### config.mk
export PLATFORM = sky130hd
export DESIGN_NAME = fmul_arbiter
export DESIGN_NICKNAME = d
export VERILOG_FILES = /design/src/rtl/fmul_arbiter.sv
export SDC_FILE = /design/constraint.sdc
export NUM_CORES = 1
export LEC_CHECK = 0
export BUFFER_PORTS_ARGS = -buffer_cell sky130_fd_sc_hd__buf_2
export CORE_ASPECT_RATIO = 1.5
export CORE_MARGIN = 3
export CORE_UTILIZATION = 45
export CTS_CLUSTER_SIZE = 25
export DETAILED_ROUTE_END_ITERATION = 8
export PLACE_DENSITY_LB_ADDON = 0.12
export SETUP_SLACK_MARGIN = 0.3
export SKIP_LAST_GASP = 1
export SYNTH_ARGS = -nofsm -noshare
export SYNTH_HDL_FRONTEND = slang
export SYNTH_SLANG_ARGS = --single-unit
### constraint.sdc
create_clock -name clk -period 1.8 [get_ports clk]
set_clock_uncertainty 0.2 [all_clocks]
set_input_delay 0.36 -clock clk [delete_from_list [all_inputs] [get_ports clk]]
set_output_delay 0.36 -clock clk [all_outputs]
set_load 0.02 [all_outputs]
### src/rtl/fmul_arbiter.sv
// Two-requester round-robin arbiter in front of a single shared multiplier.
// One operation is in flight at a time; results are kept per requester.
module fmul_arbiter #(
    parameter int unsigned W = 32
) (
    input  logic         clk,
    input  logic         rstn,
    input  logic         order0,
    output logic         accepted0,
    output logic         done0,
    input  logic [W-1:0] rs1_0,
    input  logic [W-1:0] rs2_0,
    output logic [W-1:0] rd0,
    input  logic         order1,
    output logic         accepted1,
    output logic         done1,
    input  logic [W-1:0] rs1_1,
    input  logic [W-1:0] rs2_1,
    output logic [W-1:0] rd1,
    output logic         u_order,
    input  logic         u_accepted,
    input  logic         u_done,
    output logic [W-1:0] u_rs1,
    output logic [W-1:0] u_rs2,
    input  logic [W-1:0] u_rd
);

    typedef enum logic [1:0] {
        IDLE  = 2'd0,
        ISSUE = 2'd1,
        WAIT  = 2'd2,
        RESP  = 2'd3
    } state_t;

    state_t        state;
    state_t        state_next;
    logic          ptr;
    logic          gnt;
    logic          grant_valid;
    logic          grant_idx;
    logic          capture;
    logic [W-1:0]  op_a;
    logic [W-1:0]  op_b;
    logic [W-1:0]  res0;
    logic [W-1:0]  res1;
    logic          done0_q;
    logic          done1_q;
    logic          u_order_q;

    // State register
    always_ff @(posedge clk or negedge rstn) begin
        if (!rstn) begin
            state <= IDLE;
        end else begin
            state <= state_next;
        end
    end

    // Next state, arbitration and same-cycle acceptance
    always_comb begin
        state_next  = state;
        grant_valid = 1'b0;
        grant_idx   = ptr;
        accepted0   = 1'b0;
        accepted1   = 1'b0;
        capture     = 1'b0;
        unique case (state)
            IDLE: begin
                if (order0 && order1) begin
                    grant_valid = 1'b1;
                    grant_idx   = ptr;
                end else if (order0) begin
                    grant_valid = 1'b1;
                    grant_idx   = 1'b0;
                end else if (order1) begin
                    grant_valid = 1'b1;
                    grant_idx   = 1'b1;
                end
                if (grant_valid) begin
                    state_next = ISSUE;
                    accepted0  = ~grant_idx;
                    accepted1  = grant_idx;
                end
            end
            ISSUE: begin
                if (u_accepted) begin
                    state_next = WAIT;
                end
            end
            WAIT: begin
                if (u_done) begin
                    capture    = 1'b1;
                    state_next = RESP;
                end
            end
            RESP: begin
                state_next = IDLE;
            end
            default: begin
                state_next = IDLE;
            end
        endcase
    end

    // Grant bookkeeping and operand capture
    always_ff @(posedge clk or negedge rstn) begin
        if (!rstn) begin
            ptr  <= 1'b0;
            gnt  <= 1'b0;
            op_a <= '0;
            op_b <= '0;
        end else if (grant_valid) begin
            ptr  <= ~grant_idx;
            gnt  <= grant_idx;
            op_a <= grant_idx ? rs1_1 : rs1_0;
            op_b <= grant_idx ? rs2_1 : rs2_0;
        end
    end

    // Per-requester results; done pulses land in the RESP cycle
    always_ff @(posedge clk or negedge rstn) begin
        if (!rstn) begin
            res0    <= '0;
            res1    <= '0;
            done0_q <= 1'b0;
            done1_q <= 1'b0;
        end else begin
            done0_q <= capture & ~gnt;
            done1_q <= capture & gnt;
            if (capture && !gnt) begin
                res0 <= u_rd;
            end
            if (capture && gnt) begin
                res1 <= u_rd;
            end
        end
    end

    // Request to the multiplier is high exactly while in ISSUE
    always_ff @(posedge clk or negedge rstn) begin
        if (!rstn) begin
            u_order_q <= 1'b0;
        end else begin
            u_order_q <= (state_next == ISSUE);
        end
    end

    assign done0   = done0_q;
    assign done1   = done1_q;
    assign rd0     = res0;
    assign rd1     = res1;
    assign u_order = u_order_q;
    assign u_rs1   = op_a;
    assign u_rs2   = op_b;

endmodule

# --- After elaboration in Yosys (flattened, before gate mapping) ---
# Index checks and enable logic that the tools add are counted.
totals:
  ff_bits: 135
  in_bits: 166
classes:
  eq_ne: 4
  n_mux: 22
  bitwise_logic: 5
  n_reduce_logical: 5
op_table:
  columns: ["op", "count"]
  rows:
  - ["2-to-1 mux 32 bit", 2]
  - ["2-to-1 mux 1 bit", 16]
  - ["one-hot mux 2 bit (4 select lines)", 1]
  - ["2-to-1 mux 2 bit", 3]
  - ["== test 2 x 1 -> 1 bit, second input constant", 2]
  - ["== test 2 bit, second input constant", 2]
  - ["logical AND 1 bit", 3]
  - ["inverter 1 bit", 3]
  - ["bitwise AND 1 bit", 2]
  - ["zero test 2 bit", 1]
  - ["zero test 1 bit", 1]

# --- Depth between registers and ports, before layout ---
# Gate-level depths: netlist (run 1).
depth:
  word_depth: 7
  depth_mapped: 5

# --- Least setup slack after synthesis (run 1) ---
# OpenSTA, ideal clock, no wires.
synth_timing:
  kind: "register -> output"
  start: "register state[0]"
  end: "output port accepted1"
  t_arrival_ps: 1138
  setup_slack_ps: 102
  path_stages_with_launch: 4
  path_buffers: 1
  path_cell_list: "dfrtp_1 > nor2_1 > and3_4 > clkbuf_1"
synth_between:
  elab_chain_cells: 2
synth_lines:
  columns: ["element", "line_no", "source"]
  rows:
  - ["from (decl)", "35", "state_t state;"]
  - ["from (signal assigned)", "55", "state <= state_next;"]
  - ["zero test 2 bit", "67", "unique case (state)"]
  - ["2-to-1 mux 1 bit", "67", null]
  - ["to (decl)", "15", "output logic accepted1,"]
# Every way passes these cells.

# --- Final worst setup path (run 1) ---
layout_timing:
  start: "register state[0]"
  end: "register op_a[20] (netlist: u_rs1[20])"
layout_between:
  elab_chain_cells: 3
  elab_cells_between_ends: 4
layout_lines:
  columns: ["element", "line_no", "source"]
  rows:
  - ["zero test 2 bit *", "67", null]
  - ["2-to-1 mux 1 bit", "67", null]
  - ["2-to-1 mux 32 bit", "115", "op_a <= grant_idx ? rs1_1 : rs1_0;"]
  - ["to (signal assigned)", "115", null]
  - ["to (decl)", "42", "logic [W-1:0] op_a;"]
# Mark *: on every way between the ends. The rest lies on a longest branch, timed or not.
# A chain may end at the register's enable or synchronous reset.

==> impl_metrics.csv, run 1 <==
group,metric,value,unit
run_status,outcome,"finished with violations",
run_status,violations,"hold timing, setup timing",
yosys,syn_area,5550,sq um
grt,track_usage,35.2,%
yosys,synth_nets,547,
hold_path,hp-class,"in2reg",
clocking,tritoncts,"done",
clocking,clockRootBuffer,"clkbuf_16",
finish,nFillCells,270,
detailed_routing,antenna_left,0,
placed_design,gp_congestion,0.807,
sta,timing.fmax,461,MHz
sta,fin_crit_sh,120,%
yosys,synth_seq_area_share,60.9,%
floorplan,initial_core_util,46.2,%
floorplan,num_io_pins,299,
grt,grt_max_degree,49,
grt,grt_pass1_wl,37400,um
detailed_routing,drtIter0Drc,618,
sta,setup_viol,129,
grt,grt_pass1_vias,6744,
detailed_routing,first_pass_iters,5,
placed_design,dp_slack,-0.0508,ns
finish,final-seq-area,3380,sq um
floorplan,die_y,142,um
sta,hold_viol,2,
detailed_routing,via_per_inst,6.19,
placed_design,post-dp-hpwl,12200,um
grt,overflow,0,
setup_path,slowest_stage,"dfrtp_1",
finish,nets,1100,
clocking,clkTransAtPathRegs,0.06,ns
setup_path,cp_cell_sequence,"buf_6, or2_4, buf_4, buf_16, o21a_1, a221o_1",
yosys,syn_inst,381,
pwr,p_total,0.0222,W
yosys,syn_avg_cell_area,14.6,sq um
detailed_routing,drt-total-wl,32600,um
yosys,ys.flop_type,"dfrtp_1",
finish,multi_input_area,2110,sq um
sta,tns,-16.23,ns
hold_path,min_from,"rs2_0[26]",
floorplan,rows,49,
clocking,cts_max_path_buffers,2,
detailed_routing,route.detailed.drc,0,
clocking,clock_latency,0.42,ns
placed_design,io_buffer_count,298,
finish,drive_gt1_share,55.7,%
setup_path,crit_path_end_kind,"flip-flop",
yosys,yosysUniqueCellTypes,21,
sta,fin_crit,2.17,ns
sta,tightest_slew,0.722,ns
floorplan,die_area,13700,sq um
setup_path,path_class,"reg2reg",
floorplan,core_area,12000,sq um
sta,slew_violations,0,
sta,rsz0062_at_grt,"yes",
setup_path,slowest_delay,0.43,ns
setup_path,required,1.86,ns
sta,final.setup.worst_slack,-0.367,ns
detailed_routing,vias,6819,
finish,syn2layout_area_growth,107,%
setup_path,crit_arrival,2.23,ns
grt,antenna_found_initial,3,
setup_path,start_kind,"flip-flop",
finish,mostFrequentLayoutCell,"buf_2",
finish,fin_area,11500,sq um
placed_design,place_area,7370,sq um
flow_run,drv_cap,0,
finish,most-common-layout-cells,"buf_2 (165), dlygate4sd3_1 (143), buf_6 (139), dfrtp_1 (135), buf_4 (92)",
detailed_routing,detail_route.wl_per_cell,29.6,um
clocking,htreeDepth,4,
setup_path,crit_fanout,8,
setup_path,r2r_start,"state[0]",
setup_path,crit_start,"state[0]",
yosys,async_reset_ff_share,100,%
sta,slew_headroom,51.8,%
pwr,vdd_drop_max,1.16,mV
clocking,cts_buffers,17,
sta,holdWs,-0.00935,ns
pwr,power_density,1930,nW/um^2
clocking,clkSinkCount,135,
yosys,ys_warn_count,0,
yosys,synth_edf_count,0,
floorplan,fp.dieW,96.7,um
yosys,synth_seq_cells,135,
pwr,leakagePower,5.64,nW
[area by class of cell]
class / count / area share, %
Antenna cell: 3 / 0.0654
Tap cell: 153 / 1.67
Inverter: 2 / 0.109
Clock buffer: 17 / 3.71
Clock inverter: 13 / 1.59
Multi-Input combinational cell: 211 / 18.4
Sequential cell: 135 / 29.4
Timing Repair Buffer: 567 / 45.0
[metrics by stage]
stage	hold WS [ns]	cells	utilization [%]
2_1_floorplan	-0.136	381	-
3_3_place_gp	0.0748	815	61.4
3_5_place_dp	0.0706	815	61.4
4_1_cts	0.000144	1035	88.2
5_1_grt	-0.0117	1100	95.5
6_report	-0.00935	1101	95.5
[kinds of logic after synthesis]
kind of cell    Yosys count  synth area share (%)
flops                   135                  60.9
mux                      64                  13.0
buf+inv                  35                  3.97
simple gates             15                  1.53
compound gates          132                  20.6
[metal layers]
| layer | wire, um | GRT usage (%) | vias to the layer above |
|---|---|---|---|
| met5 | 13 | 0 | - |
| met4 | 2960 | 19.6 | 2 |
| met3 | 3200 | 9.22 | 245 |
| met2 | 16100 | 63.0 | 691 |
| met1 | 10300 | 37.6 | 3300 |
| li1 | - | - | 2581 |
[final timing paths]
check,end,slack [ns],cells past startpoint
setup / recovery,u_rs1[20],-0.37,6
setup reg to reg,u_rs1[20],-0.37,6
hold reg to reg,rd1[30],0.34,1
max in group asynchronous,rd1[30],0.64,3
hold / removal,u_rs2[26],-0.009,2
min in group asynchronous,rd0[5],0.18,2
[sequential cells by signal, indices dropped and copies added, names as in the netlist]
register  count
u_rs2        32
rd0          32
u_order       1
u_rs1        32
rd1          32
done1         1
state         2
done0         1
ptr           1
gnt           1
[critical path: cells and delay by family, from the launching register on]
family | cells | cell delay, ns
compound gates | 2 | 0.64
buf+inv | 3 | 0.45
flops | 1 | 0.43
simple gates | 1 | 0.27
[cell usage after synthesis, drive strengths merged (2+ instances only)]
cell type,instances,area (sq um)
mux2,64,721
dfrtp,135,3380
and3,2,17.5
a21o,2,15.0
nand3,2,10.0
o21ai,2,10.0
clkbuf,8,30.0
buf,25,183
nor2,4,17.5
a221o,64,641
inv,2,7.51
o21a,64,480
nand2,3,11.3
[report_power, final]
| group | leakage (nW) | total, W | internal, W | switching (W) |
|---|---|---|---|---|
| Clock | 0.298 | 0.00371 | 0.00230 | 0.00141 |
| Sequential | 1.66 | 0.00591 | 0.00451 | 0.00140 |
| Combinational | 3.68 | 0.0126 | 0.00684 | 0.00572 |
[timing repair]
action                                  in CTS  in global routing
hold buffers                               143                  0
cloned                                       8                  7
resized for setup                          206                 92
pin swaps                                    3                 22
endpoints found under the setup margin     256                264
hold endpoints to repair                   210                  0
buffers inserted                            39                 56
No activity file was read; power rests on OpenSTA's default activity.
==> run 2: changes to the inputs <==
- ABC_AREA: not set -> 1
- CORE_UTILIZATION: 45 -> 46
==> impl_metrics.csv, run 2 <==
group,metric,value,unit
sta,tns,-9.01,ns
yosys,synth.top_cells.by_count,"nand2_1 (225), dfrtp_1 (135), nand3_1 (131)",
sta,fin_crit_sh,113,%
placed_design,io_buffer_count,298,
pwr,vdd_drop_max,1.10,mV
placed_design,gp_congestion,0.843,
yosys,syn_area,5870,sq um
clocking,htreeDepth,4,
yosys,yosys.area.top_type_share,57.6,%
sta,setup_viol,68,
grt,track_usage,31.6,%
finish,fin_cells,1332,
sta,rsz0062_at_grt,"yes",
detailed_routing,vias,7220,
placed_design,post-dp-hpwl,13000,um
grt,antenna_found_initial,1,
flow_run,drv_cap,0,
yosys,syn_inst,703,
clocking,tritoncts,"done",
hold_path,min_from,"u_rd[18]",
floorplan,num_io_pins,299,
yosys,yosysUniqueCellTypes,21,
grt,grt_max_degree,44,
detailed_routing,detail_route.wl_per_cell,19.9,um
grt,overflow,0,
clocking,cts_buffers,17,
floorplan,initial_core_util,48.1,%
placed_design,place_area,7600,sq um
floorplan,rows,49,
finish,nets,1329,
yosys,synth_seq_area_share,57.6,%
setup_path,crit_path_end_kind,"flip-flop",
detailed_routing,drtIter0Drc,349,
run_status,violations,"setup timing",
clocking,clock_latency,0.40,ns
yosys,synth_edf_count,0,
detailed_routing,first_pass_iters,5,
clocking,clkTransAtPathRegs,0.06,ns
finish,syn2layout_area_growth,86.3,%
clocking,cts_max_path_buffers,2,
pwr,leakagePower,6.02,nW
setup_path,r2r_start,"state[1]",
yosys,ys.flop_type,"dfrtp_1",
sta,slew_violations,0,
yosys,ys_warn_count,0,
sta,fin_crit,2.04,ns
floorplan,core_area,12200,sq um
hold_path,hp-class,"in2reg",
setup_path,required,1.95,ns
pwr,power_density,1910,nW/um^2
setup_path,crit_arrival,2.19,ns
yosys,synth_seq_cells,135,
sta,hold_viol,0,
setup_path,crit_start,"state[1]",
detailed_routing,drt-total-wl,26500,um
finish,drive_gt1_share,41.1,%
yosys,synthTopCellsByArea,"dfrtp_1 (58%), nand2_1 (14%), nand3_1 (11%)",
finish,fin_area,10900,sq um
detailed_routing,route.detailed.drc,0,
sta,tightest_slew,0.469,ns
grt,grt_pass1_vias,7047,
yosys,yosysTopAreaCell,"dfrtp_1",
finish,mostFrequentLayoutCell,"buf_2",
run_status,outcome,"finished with violations",
clocking,clkSinkCount,135,
detailed_routing,antenna_left,0,
yosys,async_reset_ff_share,100,%
pwr,p_total,0.0209,W
sta,timing.fmax,489,MHz
floorplan,fp.dieW,98.2,um
grt,grt_pass1_wl,35300,um
clocking,clockRootBuffer,"clkbuf_16",
setup_path,path_class,"reg2reg",
yosys,synth_nets,869,
setup_path,crit_fanout,6,
sta,slew_headroom,68.7,%
placed_design,placedCellCount,1132,
floorplan,die_y,144,um
setup_path,start_kind,"flip-flop",
finish,most-common-layout-cells,"buf_2 (226), nand2_1 (219), dfrtp_1 (135), nand3_1 (116), inv_1 (89)",
yosys,syn_avg_cell_area,8.34,sq um
floorplan,die_area,14200,sq um
detailed_routing,via_per_inst,5.42,
sta,final.setup.worst_slack,-0.243,ns
yosys,yosys.cell_count.top_type,"nand2_1",
-- run 2: cell types whose count changed after synthesis, moves of 51 or more --
| cell | before | now |
|---|---|---|
| inv_1 | 2 | 90 |
| nand2_1 | 3 | 225 |
| nand3_1 | 2 | 131 |
| mux2_2 | 64 | 0 |
| o21a_1 | 64 | 0 |
| a221o_1 | 64 | 0 |
| o21ai_1 | 0 | 51 |
-- run 2: cells by family (layout without fill, tap and decap cells) --
group	count (synthesis)	count (layout)	share of synthesized area [%]
AOI/OAI and AO/OA	67	67	5.74
buffers and inverters	136	609	9.75
and+or+nand+nor	365	365	26.9
other	0	3	0
DFF	135	135	57.6
-- run 2: worst max-delay path, stage by stage, from the launching register on --
cell and delay, ns:
dfrtp_1 0.40, nor2_4 0.21, inv_4 0.08, nor2_4 0.11, buf_4 0.12, buf_6 0.09, buf_12 0.12, buf_12 0.12
buf_12 0.11, bufbuf_16 0.25, nand3_1 0.09, nand2_1 0.08
-- run 2: final timing paths --
check	endpoint	slack (ns)	cells after the start
max in group asynchronous	u_rs2[28]	0.54	3
hold / removal	rd0[18]	0.02	3
setup reg to reg	u_rs1[13]	-0.24	11
min in group asynchronous	rd0[6]	0.26	2
setup / recovery	u_rs1[13]	-0.24	11
hold reg to reg	u_rs1[18]	0.27	2
-- run 2: timing repair --
item | in CTS | in global routing
hold endpoints to repair | 80 | 0
resized for setup | 53 | 183
setup buffers | 20 | 48
hold buffers | 76 | 0
gates cloned | 19 | 2
pin swaps | 8 | 15
endpoints found under the setup margin | 260 | 267
-- run 2: where the power goes --
part	internal [W]	total [W]	switching (W)	leakage, nW
combinational	0.00554	0.0118	0.00622	4.03
sequential	0.00448	0.00549	0.00101	1.68
clock	0.00234	0.00367	0.00133	0.303
-- run 2: per-layer routing --
layer	wire length [um]	part of all wire [%]	track usage, %
met5	0	0	0
met4	1830	6.9	18.5
met3	2170	8.2	7.19
met2	14100	53	57.6
met1	8360	32	33.3
-- run 2: through the flow --
step | hold slack, ns | worst slack [ns] | util (%)
finish | 0.0178 | -0.243 | 89.6
global route | 0.0175 | -0.315 | 89.5
CTS | 0.000728 | -0.226 | 81.3
detailed placement | 0.119 | 0.122 | 62.3
global placement | 0.121 | 0.143 | 62.3
floorplan | -0.136 | 0.0857 | -
-- run 2: area by class of cell --
| class | count | area [sq um] |
|---|---|---|
| multi-input combinational | 432 | 2110 |
| inverter | 93 | 368 |
| clock inverter | 10 | 141 |
| timing repair buffer | 484 | 4250 |
| tap | 153 | 191 |
| clock buffer | 22 | 484 |
| sequential | 135 | 3380 |
| antenna | 3 | 7.51 |
| fill | 557 | 1270 |
==> run 3: changes to the inputs <==
- ABC_AREA: 1 -> not set
- CORE_UTILIZATION: 46 -> 45
- PLACE_DENSITY: not set -> 0.8
- PLACE_DENSITY_LB_ADDON: 0.12 -> not set
==> impl_metrics.csv, run 3 <==
group,metric,value,unit
sta,grt-worst-endpoint,"u_rs1[23]$_DFFE_PN0P_/D",
yosys,synth_edf_count,0,
placed_design,place_area,7380,sq um
yosys,syn_area,5550,sq um
placed_design,post-dp-hpwl,12400,um
floorplan,num_io_pins,299,
yosys,synth_nets,547,
yosys,async_reset_ff_share,100,%
grt,track_usage,85.6,%
yosys,synth_seq_area_share,60.9,%
clocking,clkSinkCount,135,
yosys,synth_seq_cells,135,
clocking,htreeDepth,4,
grt,antenna_found_initial,6,
clocking,cts_buffers,17,
placed_design,io_buffer_count,298,
yosys,syn_avg_cell_area,14.6,sq um
clocking,clockRootBuffer,"clkbuf_16",
clocking,cts_max_path_buffers,2,
grt,overflow,273,
yosys,yosys.cell_count.top_type,"dfrtp_1",
placed_design,gp_congestion,0.844,
run_status,error,"[ERROR GRT-0232] Routing congestion too high. Check the congestion heatmap in the GUI.",
run_status,outcome,"stopped before the end",
yosys,ys_warn_count,0,
floorplan,initial_core_util,46.2,%
grt,grt_max_degree,65,
yosys,yosysTopAreaCell,"dfrtp_1",
yosys,yosys.area.top_type_share,60.9,%
yosys,synthTopCellsByArea,"dfrtp_1 (61%), mux2_2 (13%), a221o_1 (12%)",
yosys,yosysUniqueCellTypes,21,
yosys,syn_inst,381,
run_status,haltStage,"5_1_grt",
floorplan,die_y,142,um
floorplan,rows,49,
sta,worst-ep-kind,"register input",
yosys,ys.flop_type,"dfrtp_1",
floorplan,fp.dieW,96.7,um
yosys,synth.top_cells.by_count,"dfrtp_1 (135), a221o_1 (64), mux2_2 (64), o21a_1 (64), buf_2 (14)",
-- run 3: changes by cell type after synthesis, moves of 3 or more --
cell / change
inv_1: -88
inv_2: -3
nand2_1: -222
buf_2: -8
buf_1: -3
mux2_2: +64
o21ai_1: -51
buf_4: -4
o21ai_0: -12
o21a_1: +64
buf_6: +7
a221o_1: +64
nand3_1: -129
-- run 3: cell families after synthesis --
group | count (synthesis) | synth area share [%]
AO/OA/AOI/OAI | 132 | 20.6
buffers and inverters | 35 | 3.97
flip-flops | 135 | 60.9
multiplexers | 64 | 13.0
AND/OR/NAND/NOR | 15 | 1.53
-- run 3: metrics by stage --
stage | hold WS, ns | cells | TNS [ns] | setup slack, ns | utilization, %
3_5_place_dp | 0.0817 | 817 | 0 | 0.00282 | 61.4
3_3_place_gp | 0.0787 | 817 | 0 | 0.0752 | 61.4
2_1_floorplan | -0.136 | 381 | 0 | 0.158 | -
4_1_cts | 0.000516 | 1056 | -2.53 | -0.0899 | 89.5
-- run 3: layer usage --
metal  global-route usage (%)  GRT overflow
met5                     15.0             0
met4                     99.7           134
met3                     72.7             1
met2                      101           138
met1                     81.1             0
-- run 3: repair_timing --
item,in CTS
endpoints found under the hold margin,208
gates cloned,9
gates resized for setup,206
pin swaps,11
buffers inserted,52
setup endpoints to repair,258
hold buffers,146
==> run 4: changes to the inputs <==
- CORE_ASPECT_RATIO: 1.5 -> not set
- CORE_UTILIZATION: 45 -> 40
- CTS_CLUSTER_SIZE: 25 -> not set
- PLACE_DENSITY: 0.8 -> not set
- PLACE_DENSITY_LB_ADDON: not set -> 0.15
- SETUP_SLACK_MARGIN: 0.3 -> not set
==> impl_metrics.csv, run 4 (synthesis gave the netlist of run 1 again) <==
group,metric,value,unit
run_status,outcome,"finished with violations",
run_status,violations,"setup timing",
grt,antenna_found_initial,0,
floorplan,num_io_pins,299,
detailed_routing,first_pass_iters,5,
placed_design,dp_slack,-0.0724,ns
detailed_routing,detail_route.wl_per_cell,19.4,um
hold_path,hp-class,"in2reg",
pwr,p_total,0.0165,W
sta,tightest_slew,0.639,ns
clocking,htreeDepth,4,
sta,slew_violations,0,
placed_design,gp_congestion,0.760,
floorplan,initial_core_util,41.4,%
finish,most-common-layout-cells,"buf_2 (295), dlygate4sd3_1 (161), dfrtp_1 (134)",
clocking,clkSinkCount,135,
sta,hold_viol,0,
sta,fin_crit,1.88,ns
setup_path,crit_path_end_kind,"flip-flop",
setup_path,crit_arrival,1.97,ns
placed_design,place_area,7280,sq um
floorplan,core_area,13400,sq um
detailed_routing,antenna_left,0,
placed_design,io_buffer_count,298,
grt,grt_max_degree,43,
detailed_routing,drt-total-wl,20100,um
sta,slew_headroom,57.3,%
setup_path,start_kind,"flip-flop",
sta,final.setup.worst_slack,-0.0789,ns
placed_design,post-dp-hpwl,11700,um
finish,syn2layout_area_growth,73.6,%
clocking,clkTransAtPathRegs,0.06,ns
floorplan,die_y,124,um
floorplan,die_area,15300,sq um
detailed_routing,vias,5541,
finish,mostFrequentLayoutCell,"buf_2",
detailed_routing,via_per_inst,5.34,
sta,fin_crit_sh,104,%
clocking,tritoncts,"done",
grt,grt_pass1_wl,30000,um
finish,nFillCells,899,
setup_path,reg2reg_depth,5,
clocking,cts_max_path_buffers,2,
finish,drive_gt1_share,48.5,%
clocking,clock_latency,0.41,ns
grt,overflow,0,
grt,grt_pass1_vias,5909,
pwr,power_density,1710,nW/um^2
pwr,leakagePower,4.74,nW
floorplan,fp.dieW,124,um
setup_path,crit_fanout,16,
sta,holdWs,0.0234,ns
flow_run,drv_cap,0,
clocking,cts_buffers,17,
pwr,vdd_drop_max,0.787,mV
grt,track_usage,25.6,%
sta,setup_viol,84,
detailed_routing,route.detailed.drc,0,
finish,fin_area,9640,sq um
sta,rsz0062_at_grt,"yes",
setup_path,required,1.89,ns
detailed_routing,drtIter0Drc,340,
sta,tns,-2.33,ns
finish,nets,1012,
clocking,clockRootBuffer,"clkbuf_16",
hold_path,whs_path_depth,2,
sta,timing.fmax,532,MHz
floorplan,rows,42,
setup_path,path_class,"reg2reg",
==> run 4: path summary, 6_finish.rpt <==
kind,startpoint,slack [ns],end
setup / recovery,state[0],-0.08,u_rs1[29]
hold / removal,u_rd[22],0.02,rd0[22]
setup reg to reg,state[0],-0.08,u_rs1[29]
hold reg to reg,ptr,0.30,ptr
max in group asynchronous,rstn,0.59,rd0[17]
min in group asynchronous,rstn,0.22,rd0[4]
==> run 4: cell type report <==
type	instances	area [sq um]	area share [%]
timing repair buffer	479	3450	35.8
clock buffer	23	468	4.86
inverter	2	7.51	0.0779
multi-input combinational	211	1980	20.5
sequential	135	3380	35.1
antenna	2	5.00	0.0519
tap	176	220	2.29
clock inverter	9	124	1.29
==> run 4: stage by stage <==
step,utilization (%),std cells
detailed placement,54.4,834
finish,71.9,1037
global placement,54.4,834
floorplan,-,381
CTS,71.5,1033
global route,71.9,1035
==> run 4: power by group <==
| part | total [W] | switching [W] | internal [W] |
|---|---|---|---|
| clock | 0.00350 | 0.00126 | 0.00224 |
| sequential | 0.00529 | 0.000785 | 0.00451 |
| combinational | 0.00771 | 0.00424 | 0.00347 |
| total | 0.0165 | 0.00629 | 0.0102 |
==> run 4: worst max-delay path, cell delays in order, from the launching register on <==
cell and delay (ns):
dfrtp_2 0.43, buf_4 0.14, or2_4 0.29, buf_16 0.17, o21a_1 0.21, a221o_1 0.30
==> run 4: timing repair <==
action,in CTS,in global routing
hold buffers,161,0
gates resized for setup,10,0
setup buffers,5,0
endpoints found under the setup margin,2,98
pin swaps,3,0
hold endpoints to repair,163,0
cloned,1,2
==> run 4: per-layer routing <==
metal | GRT usage [%] | routed length [um] | share of wire (%)
met2 | 42.2 | 9900 | 49
met4 | 13.1 | 839 | 4.2
met5 | 0 | 0 | 0
met3 | 8.27 | 1680 | 8.4
met1 | 29.8 | 7690 | 38
